$ cat src/rtl/drf_io_pkg.sv
// Shared register map and sizing helpers
// for the DRF memory-mapped I/O ports.
package drf_io_pkg;

  localparam int REG_SEL_W = 2;

  localparam logic [REG_SEL_W-1:0] REG_IN     = 2'd0;
  localparam logic [REG_SEL_W-1:0] REG_OUT    = 2'd1;
  localparam logic [REG_SEL_W-1:0] REG_STATUS = 2'd2;
  localparam logic [REG_SEL_W-1:0] REG_MASK   = 2'd3;

  function automatic int cnt_width(input int cycles);
    return (cycles < 1) ? 1 : $clog2(cycles + 1);
  endfunction

endpackage

$ cat src/rtl/io_debounce.sv
// Per-channel input path: synchroniser chain,
// debounce filter and change detect.
module io_debounce
  import drf_io_pkg::*;
#(
  parameter int PORT_W          = 4,
  parameter int SYNC_STAGES     = 2,
  parameter int DEBOUNCE_CYCLES = 4
) (
  input  logic              clk,
  input  logic              rst_n,
  input  logic [PORT_W-1:0] i_pin,
  output logic [PORT_W-1:0] o_deb,
  output logic [PORT_W-1:0] o_edge
);

  localparam int CNT_W = cnt_width(DEBOUNCE_CYCLES);
  // In bypass the debounced register is the last sync stage.
  localparam int CHAIN = (DEBOUNCE_CYCLES == 0) ?
                         SYNC_STAGES - 1 : SYNC_STAGES;

  logic [PORT_W-1:0] r_sync [CHAIN];
  logic [PORT_W-1:0] r_deb;
  logic [PORT_W-1:0] w_sync;
  logic [PORT_W-1:0] w_flip;

  assign w_sync = r_sync[CHAIN-1];

  always_ff @(posedge clk or negedge rst_n) begin
    if (!rst_n) begin
      for (int i = 0; i < CHAIN; i++) r_sync[i] <= '0;
    end else begin
      r_sync[0] <= i_pin;
      for (int i = 1; i < CHAIN; i++)
        r_sync[i] <= r_sync[i-1];
    end
  end

  if (DEBOUNCE_CYCLES == 0) begin : g_bypass
    assign w_flip = w_sync ^ r_deb;
  end else begin : g_filter
    localparam logic [CNT_W-1:0] LAST =
      CNT_W'(DEBOUNCE_CYCLES - 1);

    logic [CNT_W-1:0] r_cnt [PORT_W];

    always_ff @(posedge clk or negedge rst_n) begin
      if (!rst_n) begin
        for (int b = 0; b < PORT_W; b++) r_cnt[b] <= '0;
      end else begin
        for (int b = 0; b < PORT_W; b++) begin
          if (w_sync[b] == r_deb[b] || r_cnt[b] == LAST)
            r_cnt[b] <= '0;
          else
            r_cnt[b] <= r_cnt[b] + 1'b1;
        end
      end
    end

    always_comb begin
      w_flip = '0;
      for (int b = 0; b < PORT_W; b++)
        w_flip[b] = (w_sync[b] != r_deb[b]) &&
                    (r_cnt[b] == LAST);
    end
  end

  always_ff @(posedge clk or negedge rst_n) begin
    if (!rst_n) r_deb <= '0;
    else        r_deb <= r_deb ^ w_flip;
  end

  assign o_deb  = r_deb;
  assign o_edge = w_flip;

endmodule

$ cat src/rtl/io_port_controller.sv
// Multi-channel memory-mapped I/O port block:
// register file, address decode, read mux, irq.
module io_port_controller
  import drf_io_pkg::*;
#(
  parameter int CHANNELS        = 2,
  parameter int PORT_W          = 4,
  parameter int DATA_W          = 8,
  parameter int ADDR_W          = 4,
  parameter int SYNC_STAGES     = 2,
  parameter int DEBOUNCE_CYCLES = 4
) (
  input  logic                       clk,
  input  logic                       rst_n,
  input  logic                       in_read_en,
  input  logic                       in_write_en,
  input  logic [ADDR_W-1:0]          in_addr,
  input  logic [DATA_W-1:0]          in_data,
  output logic [DATA_W-1:0]          out_data,
  output logic                       out_data_valid,
  input  logic [CHANNELS*PORT_W-1:0] in_port,
  output logic [CHANNELS*PORT_W-1:0] out_port,
  output logic                       out_irq
);

  localparam int CH_W = ADDR_W - REG_SEL_W;

  logic [CH_W-1:0]      w_ch;
  logic [REG_SEL_W-1:0] w_reg;
  logic [CHANNELS-1:0]  w_hit;

  logic [CHANNELS-1:0][PORT_W-1:0] w_deb;
  logic [CHANNELS-1:0][PORT_W-1:0] w_edge;
  logic [CHANNELS-1:0][PORT_W-1:0] w_clr;
  logic [CHANNELS-1:0][PORT_W-1:0] r_out;
  logic [CHANNELS-1:0][PORT_W-1:0] r_status;
  logic [CHANNELS-1:0][PORT_W-1:0] r_mask;

  logic [DATA_W-1:0] w_rd;
  logic [DATA_W-1:0] r_data;
  logic              r_valid;
  logic              r_irq;
  logic              w_unused_data;

  assign w_ch  = in_addr[ADDR_W-1:REG_SEL_W];
  assign w_reg = in_addr[REG_SEL_W-1:0];
  assign w_unused_data = ^in_data;

  // Channel indices past CHANNELS never hit.
  always_comb begin
    w_hit = '0;
    for (int c = 0; c < CHANNELS; c++)
      w_hit[c] = (w_ch == CH_W'(c));
  end

  for (genvar c = 0; c < CHANNELS; c++) begin : g_ch
    io_debounce #(
      .PORT_W         (PORT_W),
      .SYNC_STAGES    (SYNC_STAGES),
      .DEBOUNCE_CYCLES(DEBOUNCE_CYCLES)
    ) u_deb (
      .clk   (clk),
      .rst_n (rst_n),
      .i_pin (in_port[c*PORT_W +: PORT_W]),
      .o_deb (w_deb[c]),
      .o_edge(w_edge[c])
    );
  end

  always_comb begin
    w_clr = '0;
    for (int c = 0; c < CHANNELS; c++)
      if (in_write_en && w_hit[c] && w_reg == REG_STATUS)
        w_clr[c] = in_data[PORT_W-1:0];
  end

  always_ff @(posedge clk or negedge rst_n) begin
    if (!rst_n) begin
      r_out    <= '0;
      r_status <= '0;
      r_mask   <= '0;
    end else begin
      for (int c = 0; c < CHANNELS; c++) begin
        if (in_write_en && w_hit[c] && w_reg == REG_OUT)
          r_out[c] <= in_data[PORT_W-1:0];
        if (in_write_en && w_hit[c] && w_reg == REG_MASK)
          r_mask[c] <= in_data[PORT_W-1:0];
        // A fresh edge beats a same-cycle clear.
        r_status[c] <= (r_status[c] & ~w_clr[c]) | w_edge[c];
      end
    end
  end

  always_comb begin
    w_rd = '0;
    for (int c = 0; c < CHANNELS; c++) begin
      if (w_hit[c]) begin
        case (w_reg)
          REG_IN:     w_rd = DATA_W'(w_deb[c]);
          REG_OUT:    w_rd = DATA_W'(r_out[c]);
          REG_STATUS: w_rd = DATA_W'(r_status[c]);
          default:    w_rd = DATA_W'(r_mask[c]);
        endcase
      end
    end
  end

  always_ff @(posedge clk or negedge rst_n) begin
    if (!rst_n) begin
      r_data  <= '0;
      r_valid <= 1'b0;
      r_irq   <= 1'b0;
    end else begin
      r_valid <= in_read_en;
      if (in_read_en) r_data <= w_rd;
      r_irq <= |(r_status & r_mask);
    end
  end

  assign out_data       = r_data;
  assign out_data_valid = r_valid;
  assign out_port       = r_out;
  assign out_irq        = r_irq;

endmodule

$ cat config.mk
export PLATFORM = sky130hd
export DESIGN_NAME = io_port_controller
export DESIGN_NICKNAME = d
export VERILOG_FILES = /design/src/rtl/drf_io_pkg.sv /design/src/rtl/io_debounce.sv /design/src/rtl/io_port_controller.sv
export SDC_FILE = /design/constraint.sdc
export NUM_CORES = 1
export LEC_CHECK = 0
export BUFFER_PORTS_ARGS = -buffer_cell sky130_fd_sc_hd__clkbuf_2
export CORE_MARGIN = 1.5
export CORE_UTILIZATION = 45
export DETAILED_ROUTE_END_ITERATION = 10
export PLACE_DENSITY = 0.72
export SETUP_SLACK_MARGIN = 0.02
export SLEW_MARGIN = 20
export SYNTH_ARGS = -nofsm -noshare
export SYNTH_HDL_FRONTEND = slang
export SYNTH_HIERARCHICAL = 1
export SYNTH_SLANG_ARGS = --single-unit
$ cat constraint.sdc
create_clock -name clk -period 3 [get_ports clk]
set_input_delay 0 -clock clk [delete_from_list [all_inputs] [get_ports clk]]
set_output_delay 0 -clock clk [all_outputs]
set_load 0.01 [all_outputs]
==> results.py <==
metrics = {
    "run_status": {
        "outcome": "finished clean",
    },
    "logic_synthesis": {
        "syn_area_um2": 3350,
        "synthFlopType": "dfrtp_1",
        "synth.top_cell.area_share_pct": 58.3,
        "synth.ff_latch_count": 78,
        "synth.most_common_cell": "dfrtp_1",
        "netlist_instances": 246,
        "seq_area_frac_synth_pct": 58.3,
        "async_reset_ff_share_pct": 100,
        "yosysTopAreaCell": "dfrtp_1",
        "ys_types": 28,
        "yosysWarningCount": 6,
        "syn_avg_cell_area_um2": 13.6,
        "synth_edf_count": 0,
        "synth_area_leaders": "dfrtp_1 (58%), mux2_2 (11%), ha_1 (6.0%), nor3b_2 (3.4%), nor2b_1 (2.6%)",
        "synthTopCellsByCount": "dfrtp_1 (78), mux2_2 (32), ha_1 (16), nor3_1 (16), nor2b_1 (14)",
    },
    "finish": {
        "final_area_um2": 3960,
        "utilization_pct": 54.8,
        "fin_nets": 337,
        "seqCellArea_um2": 1950,
        "areaGrowthSynthToFinish_pct": 18.2,
        "multiInputGateArea_um2": 1290,
        "antennaDiodeCount": 0,
        "drive_gt1_share_pct": 31.1,
        "n_fill_cell": 661,
    },
    "detailed_routing": {
        "drc_errors": 0,
        "wirelength_um": 5560,
        "met2WireLength_um": 2540,
        "top_layer": "met4",
        "wl_met1_um": 2610,
        "dr_total_vias": 1988,
        "viasPerCell": 4.96,
        "drt-initial-drc-count": 120,
        "ant_nets": 0,
        "wl_met3_um": 287,
        "wire_per_inst_um": 13.9,
        "dr.pass1.iters": 4,
    },
    "critical_path": {
        "worst_setup_path_start_kind": "flip-flop",
        "arrival_ns": 1.52,
        "rr_startpoint": "g_ch[0].u_deb/g_filter.r_cnt[9]",
        "r2r_cells": 4,
        "cp-endpoint": "r_status[0]",
        "r2r_setup_slack_ns": 1.72,
        "path_max_fanout": 5,
        "rr_endpoint": "r_status[0]",
        "worstSetupPathType": "reg -> reg",
        "crit_required_ns": 3.25,
        "crit_start": "g_ch[0].u_deb/g_filter.r_cnt[9]",
        "end_kind": "flip-flop",
    },
    "sta": {
        "hold_ws_ns": 0.0340,
        "setup_tns_ns": 0,
        "slew_viol_final": 0,
        "period_needed_ns": 1.28,
        "fmax_mhz": 782,
        "hold_viol_final": 0,
        "slew_headroom_pct": 35.6,
        "min_period_over_period_pct": 42.6,
        "finalSetupViolations": 0,
        "rsz0062_at_grt": "false",
        "skew_ns": 0.00958,
        "worst_pin_slew_ns": 0.966,
    },
    "global_routing": {
        "grt_pass1_wl_um": 9230,
        "grt_max_degree": 79,
        "track_usage_pct": 16.1,
        "antenna_found_initial": 0,
        "overflow": 0,
        "grt_pass1_vias": 1919,
    },
    "placed_design": {
        "gp_congestion": 0.785,
        "place_area_um2": 3580,
        "io_buffer_count": 33,
        "dp_hpwl_um": 3960,
    },
    "clock_network": {
        "cts.sinks": 78,
        "htreeDepth": 3,
        "clk_pin_slew_ns": 0.08,
        "clockRootBuffer": "clkbuf_8",
        "cts.repair.resized": 0,
        "numCtsBuffers": 9,
        "cts_tree": "done",
        "clock_latency_ns": 0.35,
        "clock_path_buffers": 2,
    },
    "die": {
        "dieArea_um2": 7960,
        "die_x_um": 89.2,
        "coreArea_um2": 7210,
        "io_pins": 42,
        "start_util_pct": 46.4,
        "die_h_um": 89.2,
        "rows": 31,
    },
    "pwr": {
        "power.density_nw_per_um2": 814,
        "p_leak_nw": 1.81,
        "max-vdd-ir-drop_mv": 0.387,
    },
    "worst_hold_path": {
        "min_path_cells": 4,
        "hold_path.class": "in -> reg",
    },
    "flow_run": {
        "maxCapViolCount": 0,
    },
}
power breakdown:
| group | internal, mW | total, mW | switching, mW |
|---|---|---|---|
| Clock | 0.536 | 0.885 | 0.350 |
| Sequential | 1.35 | 1.55 | 0.198 |
| Combinational | 0.442 | 0.784 | 0.342 |
| Total | 2.33 | 3.22 | 0.890 |
placed cells by master, fill, tap and decap left out:
cell type / instances
clkbuf_1: 1
and3_1: 2
ha_1: 16
nand2b_1: 2
and3b_1: 2
nand2_1: 1
a211oi_1: 4
nand3b_1: 1
a22oi_1: 4
clkbuf_8: 12
buf_4: 1
clkbuf_2: 32
nor3b_2: 9
nand4_1: 1
dfrtp_1: 78
mux2_2: 32
nor2b_1: 14
conb_1: 4
dlygate4sd3_1: 14
mux2_4: 4
o22ai_1: 4
inv_1: 12
or2_2: 1
bufinv_16: 2
a21o_1: 8
nor3_1: 16
nand3_1: 8
o32ai_1: 4
o21ai_0: 4
clkinv_2: 1
xnor2_1: 8
critical path, stage by stage (launching register included):
cell and delay (ns):
dfrtp_1 0.39, ha_1 0.20, ha_1 0.25, nor2b_1 0.16, a21o_1 0.17
repair_timing:
action / CTS / global route
hold buffers: 14 / 0
hold endpoints to repair: 107 / 0
setup buffers: 0 / 0
worst min-delay path by stage:
stage	from	slack (ns)	end
3_5_place_dp	in_port[3]	0.11	g_ch[0].u_deb/r_sync[7]
3_3_place_gp	in_port[3]	0.11	g_ch[0].u_deb/r_sync[7]
2_1_floorplan	rst_n	-0.30	async pin
5_1_grt	in_addr[3]	0.04	out_data[0]
6_report	in_addr[3]	0.03	out_data[0]
4_1_cts	in_addr[3]	0.04	out_data[0]
cell type report:
type / instances / area share, %
Sequential cell: 78 / 49.4
Tap cell: 99 / 3.13
Multi-Input combinational cell: 149 / 32.7
Clock buffer: 13 / 4.27
Inverter: 12 / 1.14
Timing Repair Buffer: 47 / 7.78
Clock inverter: 3 / 1.65
through the flow:
| step | setup WS (ns) | cells | total power, mW |
|---|---|---|---|
| 5_1_grt | 1.66 | 401 | 3.45 |
| 3_3_place_gp | 1.47 | 371 | 2.31 |
| 6_report | 1.72 | 401 | 3.22 |
| 2_1_floorplan | 1.82 | 249 | 2.12 |
| 3_5_place_dp | 1.51 | 371 | 2.36 |
| 4_1_cts | 1.72 | 401 | 3.26 |
kinds of logic after synthesis:
group                      after synthesis  synth area share, %
other                                    1                0.112
and+or+nand+nor                         57                 11.6
adders and majority gates               16                 5.98
xor gates and xnor gates                 8                 2.09
AOI/OAI and AO/OA                       28                 5.98
DFF                                     78                 58.3
buffers and inverters                   22                 3.37
muxes                                   36                 12.6
per-layer routing:
metal	vias up	GRT usage, %
li1	972	-
met1	967	21.1
met2	37	23.6
met3	12	5.72
met4	0	8.11
met5	-	0
Power figures use the tool's default switching activity.
